$ cat src/rtl/mem_bus_arbiter_pkg.sv
// Shared types for the ibus/dbus -> memory port arbiter.
package mem_bus_arbiter_pkg;

   localparam logic [1:0] MSIZE_WORD = 2'd2;

   typedef struct packed {
      logic        valid;
      logic [31:0] addr;
   } ibus_req_t;

   typedef struct packed {
      logic        addr_ok;
      logic        data_ok;
      logic [31:0] data;
   } ibus_resp_t;

   typedef struct packed {
      logic        valid;
      logic [31:0] addr;
      logic [1:0]  size;
      logic [3:0]  strobe;
      logic [31:0] data;
   } dbus_req_t;

   typedef struct packed {
      logic        addr_ok;
      logic        data_ok;
      logic [31:0] data;
   } dbus_resp_t;

   typedef struct packed {
      logic        valid;
      logic [31:0] addr;
      logic [1:0]  size;
      logic [3:0]  strobe;
      logic [31:0] data;
   } mem_req_t;

   typedef struct packed {
      logic        addr_ok;
      logic        data_ok;
      logic [31:0] data;
   } mem_resp_t;

   typedef logic [1:0] arb_state_t;
   localparam arb_state_t IDLE = 2'd0;
   localparam arb_state_t ADDR = 2'd1;
   localparam arb_state_t DATA = 2'd2;

   typedef enum logic [1:0] {
      OWN_NONE = 2'd0,
      OWN_I    = 2'd1,
      OWN_D    = 2'd2
   } arb_owner_t;

endpackage

$ cat src/rtl/mem_bus_arbiter_priority.sv
// Next-owner pick: dbus first, but after MAX_D_STREAK consecutive dbus wins
// over a waiting ibus the next grant goes to ibus.
module mem_bus_arbiter_priority
   import mem_bus_arbiter_pkg::*;
#(
   parameter int unsigned MAX_D_STREAK = 4
) (
   input  logic       ivalid_i,
   input  logic       dvalid_i,
   input  logic [3:0] streak_i,
   output arb_owner_t winner_o,
   output logic [3:0] streak_o
);

   // winner and streak value to load if this pick is taken
   always_comb begin
      winner_o = OWN_NONE;
      streak_o = streak_i;
      if (ivalid_i && dvalid_i) begin
         if (streak_i >= 4'(MAX_D_STREAK)) begin
            winner_o = OWN_I;
            streak_o = 4'd0;
         end else begin
            winner_o = OWN_D;
            streak_o = streak_i + 4'd1;
         end
      end else if (dvalid_i) begin
         winner_o = OWN_D;
         streak_o = 4'd0;
      end else if (ivalid_i) begin
         winner_o = OWN_I;
         streak_o = 4'd0;
      end
   end

endmodule

$ cat src/rtl/mem_bus_arbiter.sv
// Shares one memory port between fetch (ibus) and load/store (dbus).
//
//   state | meaning
//   IDLE  | no transfer; pick a winner from this cycle's valids
//   ADDR  | owner's request driven on mreq, waiting for addr_ok
//   DATA  | address accepted, mreq idle, waiting for data_ok
module mem_bus_arbiter
   import mem_bus_arbiter_pkg::*;
#(
   parameter int unsigned MAX_D_STREAK = 4
) (
   input  logic       clk_i,
   input  logic       reset_i,
   input  ibus_req_t  ireq_i,
   output ibus_resp_t iresp_o,
   input  dbus_req_t  dreq_i,
   output dbus_resp_t dresp_o,
   output mem_req_t   mreq_o,
   input  mem_resp_t  mresp_i
);

   arb_state_t state_q, state_d;
   arb_owner_t owner_q, owner_d, win;
   logic [3:0] streak_q, streak_d, streak_win;
   logic       owner_valid;
   mem_req_t   owner_req;
   logic       addr_ok, data_ok;

   mem_bus_arbiter_priority #(.MAX_D_STREAK(MAX_D_STREAK)) u_priority (
      .ivalid_i (ireq_i.valid),
      .dvalid_i (dreq_i.valid),
      .streak_i (streak_q),
      .winner_o (win),
      .streak_o (streak_win)
   );

   // owner's request as it would appear on the memory port
   always_comb begin
      owner_req   = '0;
      owner_valid = 1'b0;
      case (owner_q)
         OWN_I: begin
            owner_valid    = ireq_i.valid;
            owner_req.valid = ireq_i.valid;
            owner_req.addr = ireq_i.addr;
            owner_req.size = MSIZE_WORD;
         end
         OWN_D: begin
            owner_valid      = dreq_i.valid;
            owner_req.valid  = dreq_i.valid;
            owner_req.addr   = dreq_i.addr;
            owner_req.size   = dreq_i.size;
            owner_req.strobe = dreq_i.strobe;
            owner_req.data   = dreq_i.data;
         end
         default: ;
      endcase
   end

   // transfer sequencing; data_ok in ADDR also implies the address was taken
   always_comb begin
      state_d  = state_q;
      owner_d  = owner_q;
      streak_d = streak_q;
      case (state_q)
         IDLE: begin
            if (win != OWN_NONE) begin
               state_d  = ADDR;
               owner_d  = win;
               streak_d = streak_win;
            end
         end
         ADDR: begin
            if (!owner_valid || mresp_i.data_ok) begin
               state_d = IDLE;
               owner_d = OWN_NONE;
            end else if (mresp_i.addr_ok) begin
               state_d = DATA;
            end
         end
         DATA: begin
            if (mresp_i.data_ok) begin
               state_d = IDLE;
               owner_d = OWN_NONE;
            end
         end
         default: begin
            state_d = IDLE;
            owner_d = OWN_NONE;
         end
      endcase
   end

   // state, owner and streak registers
   always_ff @(posedge clk_i or posedge reset_i) begin
      if (reset_i) begin
         state_q  <= IDLE;
         owner_q  <= OWN_NONE;
         streak_q <= 4'd0;
      end else begin
         state_q  <= state_d;
         owner_q  <= owner_d;
         streak_q <= streak_d;
      end
   end

   // request mux and response demux; an aborted address phase returns nothing
   always_comb begin
      mreq_o  = '0;
      iresp_o = '0;
      dresp_o = '0;
      addr_ok = (state_q == ADDR) && owner_valid && mresp_i.addr_ok;
      data_ok = (((state_q == ADDR) && owner_valid) || (state_q == DATA)) && mresp_i.data_ok;
      if ((state_q == ADDR) && owner_valid) begin
         mreq_o = owner_req;
      end
      if (owner_q == OWN_I) begin
         iresp_o.addr_ok = addr_ok;
         iresp_o.data_ok = data_ok;
         iresp_o.data    = mresp_i.data;
      end else if (owner_q == OWN_D) begin
         dresp_o.addr_ok = addr_ok;
         dresp_o.data_ok = data_ok;
         dresp_o.data    = mresp_i.data;
      end
   end

endmodule
$ cat config.mk
export PLATFORM = sky130hd
export DESIGN_NAME = mem_bus_arbiter
export DESIGN_NICKNAME = d
export VERILOG_FILES = /design/src/rtl/mem_bus_arbiter_pkg.sv /design/src/rtl/mem_bus_arbiter_priority.sv /design/src/rtl/mem_bus_arbiter.sv
export SDC_FILE = /design/constraint.sdc
export NUM_CORES = 1
export LEC_CHECK = 0
export CAP_MARGIN = 20
export CORE_AREA = 2 2 110 112
export CTS_CLUSTER_DIAMETER = 120
export DETAILED_ROUTE_END_ITERATION = 8
export DIE_AREA = 0 0 112 114
export SYNTH_ARGS = -nofsm -noshare
export SYNTH_HDL_FRONTEND = slang
export SYNTH_SLANG_ARGS = --single-unit
$ cat constraint.sdc
create_clock -name clk_i -period 2.2 [get_ports clk_i]
set_clock_uncertainty 0.05 [all_clocks]
set_input_delay 0.66 -clock clk_i [delete_from_list [all_inputs] [get_ports clk_i]]
set_output_delay 0.66 -clock clk_i [all_outputs]
set_load 0.01 [all_outputs]
==> flow_summary.json <==
{
  "outcome": "finished with violations",
  "violations": "negative setup slack",
  "syn_inst": 237,
  "synth_top_flop_cell": "dfrtp_1",
  "rsz0062_at_grt": "true",
  "cp-end-kind": "primary output",
  "root_buffer": "clkbuf_16",
  "slowest_stage": "dfrtp_2",
  "fp.coreArea_um2": 11700,
  "avgSynthCellArea_um2": 6.72,
  "grt_first_pass_wirelength_mm": 15.9,
  "pre_cts_ws_ps": -1370,
  "ys_seq_area_frac": 0.126,
  "worstPathMaxFanout": 4,
  "grt_busiest_layer": "met2",
  "setup_violations": 139,
  "die_area_um2": 12800,
  "final_cells": 733,
  "antenna_cells": 0,
  "cp_common_cell": "buf_6",
  "h-tree-depth": 1,
  "gp_congestion": 0.858,
  "num-fill-cells": 1049,
  "leakage_nw": 2.79,
  "worstSetupPathType": "reg -> out",
  "whs_ps": 461,
  "grtUsageTotal": 0.153,
  "dieWidth_um": 112,
  "drive_gt1_frac": 0.638,
  "num_vias": 3189,
  "synth_nets": 380,
  "layout.nets": 731,
  "vdd_ir_drop_max_uv": 205,
  "grt_pass1_vias": 3118,
  "synth_edf_count": 0,
  "cp_top_family": "simple AND/OR/NAND/NOR gates",
  "cp.buffers_inverters": 6,
  "min_period_ps": 2780,
  "worstPathCellList": "ha_4 -> or3_4 -> buf_6 -> inv_8 -> buf_6 -> buf_6 -> buf_6 -> and3_4 -> buf_6",
  "antenna_found_initial": 0,
  "cp.arrival_ps": 2070,
  "tightestPinTransition_ps": 314,
  "hold_class": "reg -> reg",
  "yosysWarningCount": 0,
  "use_met3": 0.0298,
  "numClockSinks": 8,
  "wl_per_cell_um": 17.2,
  "final-max-slew-violation-count": 0,
  "maxCapViolCount": 0,
  "max_slew_margin": 0.791,
  "cts_buffers": 3,
  "register_area_um2": 201,
  "port_buffers": 278,
  "drt_iter0_drc": 134,
  "gr-usage-met2": 0.306,
  "grt_max_degree": 52,
  "crit_path_max_incr_delay_ps": 430,
  "synth-seq-cells": 8,
  "cts_tree": "built",
  "power_density_nw_per_um2": 330,
  "placed_cells": 650,
  "ant_nets": 0,
  "die_y_um": 114,
  "gr-total-overflow": 0,
  "clock.fmax_mhz": 360,
  "grt_use_met1": 0.167,
  "rrSetupSlack_ps": 190,
  "yosysUniqueCellTypes": 25,
  "drt_drc_violations_left": 0,
  "async_reset_ff_frac": 1.00,
  "first_pass_iters": 4,
  "cts_buffer_depth": 2,
  "syn_area_um2": 1590,
  "clk_pin_slew_ps": 40,
  "area_growth_pct": 290,
  "start_util": 0.136,
  "multi_input_area_um2": 1780,
  "std_cell_rows": 40,
  "finalHoldViolations": 0,
  "finalWorstSetupSlack_ps": -577,
  "clock_latency_ps": 230,
  "cp-start-kind": "flip-flop",
  "required_ps": 1490,
  "wl_mm": 12.6,
  "vias_per_cell": 4.35,
  "hpwl_mm": 7.34,
  "period_share": 1.26,
  "io_pins": 279,
  "totalPowerFinal_w": 0.00205
}
stage by stage:
stage | area [µm²] | util | TNS, ps
detailed placement | 4820 | 0.412 | -124070
floorplan | 1840 | - | -6970
finish | 6220 | 0.531 | -48790
global route | 6220 | 0.531 | -56400
global placement | 4820 | 0.412 | -122170
CTS | 5260 | 0.449 | -63700
synth_stat cells, types with 3 or more instances:
master,number,area (µm²)
and2_1,65,407
and3_1,39,244
nor2_1,37,139
a22oi_1,33,248
clkbuf_1,17,63.8
dfrtp_1,8,200
buf_6,5,56.3
inv_1,4,15.0
a21oi_1,3,15.0
buf_2,3,15.0
ha_1,3,37.5
cell type report:
| cell class | instances | area share |
|---|---|---|
| Timing Repair Buffer | 364 | 0.623 |
| Tap cell | 147 | 0.0296 |
| Clock buffer | 3 | 0.0121 |
| Sequential cell | 8 | 0.0324 |
| Multi-Input combinational cell | 199 | 0.286 |
| Inverter | 5 | 0.00422 |
| Timing Repair inverter | 7 | 0.0127 |
worst reg2reg max path, cell delays in order, from the launching register on:
cell	delay (ps)
dfrtp_2	430
ha_4	250
or3_4	420
buf_4	170
buf_6	150
buf_4	150
o22ai_2	170
a32o_1	150
routing by layer:
layer,vias to the layer above,share of wire
li1,1529,-
met5,-,0
met3,9,0.071
met1,1483,0.37
met2,168,0.55
met4,0,0.0094
cells by family (layout without fill, tap and decap cells):
family                   after synthesis  after routing  share of synthesized area
buffers and inverters                 31            379                      0.104
adder cells (fa/ha/maj)                3              3                     0.0236
AO/OA/AOI/OAI                         46             46                      0.220
flip-flops                             8              8                      0.126
AND/OR/NAND/NOR                      148            149                      0.519
multiplexers                           1              1                    0.00707
path summary, 6_finish.rpt:
check | cells past startpoint | from | endpoint
setup / recovery | 9 | owner_q[1] | mreq_o[25]
hold / removal | 1 | streak_q[3] | streak_q[3]
setup reg to reg | 7 | owner_q[1] | owner_q[1]
hold reg to reg | 1 | streak_q[3] | streak_q[3]
max in group asynchronous | 2 | reset_i | owner_q[1]
min in group asynchronous | 2 | reset_i | state_q[0]
state kept, by name, indices dropped and copies added, names as in the netlist:
name / count
state_q: 2
streak_q: 4
owner_q: 2
cells in the final DEF, fill, tap and decap left out, drive strengths merged, types with 3 or more instances in the layout:
cell type      count
ha                 3
and3              39
clkinv             3
clkbuf            12
inv                9
a22oi             33
nor2              37
and2              65
buf              218
clkdlybuf4s50    137
dfrtp              8
a21oi              3
power breakdown:
part / switching, W / internal (W)
combinational: 0.000601 / 0.000971
sequential: 0.0000135 / 0.000165
clock: 0.0000686 / 0.000234
what timing repair did:
item | in CTS | in global routing
pin swaps | 17 | 39
endpoints found under the setup margin | 141 | 139
gates resized for setup | 492 | 339
buffers inserted | 33 | 44
hold buffers | 0 | 0
cloned | 9 | 9
Power figures use the tool's default switching activity.
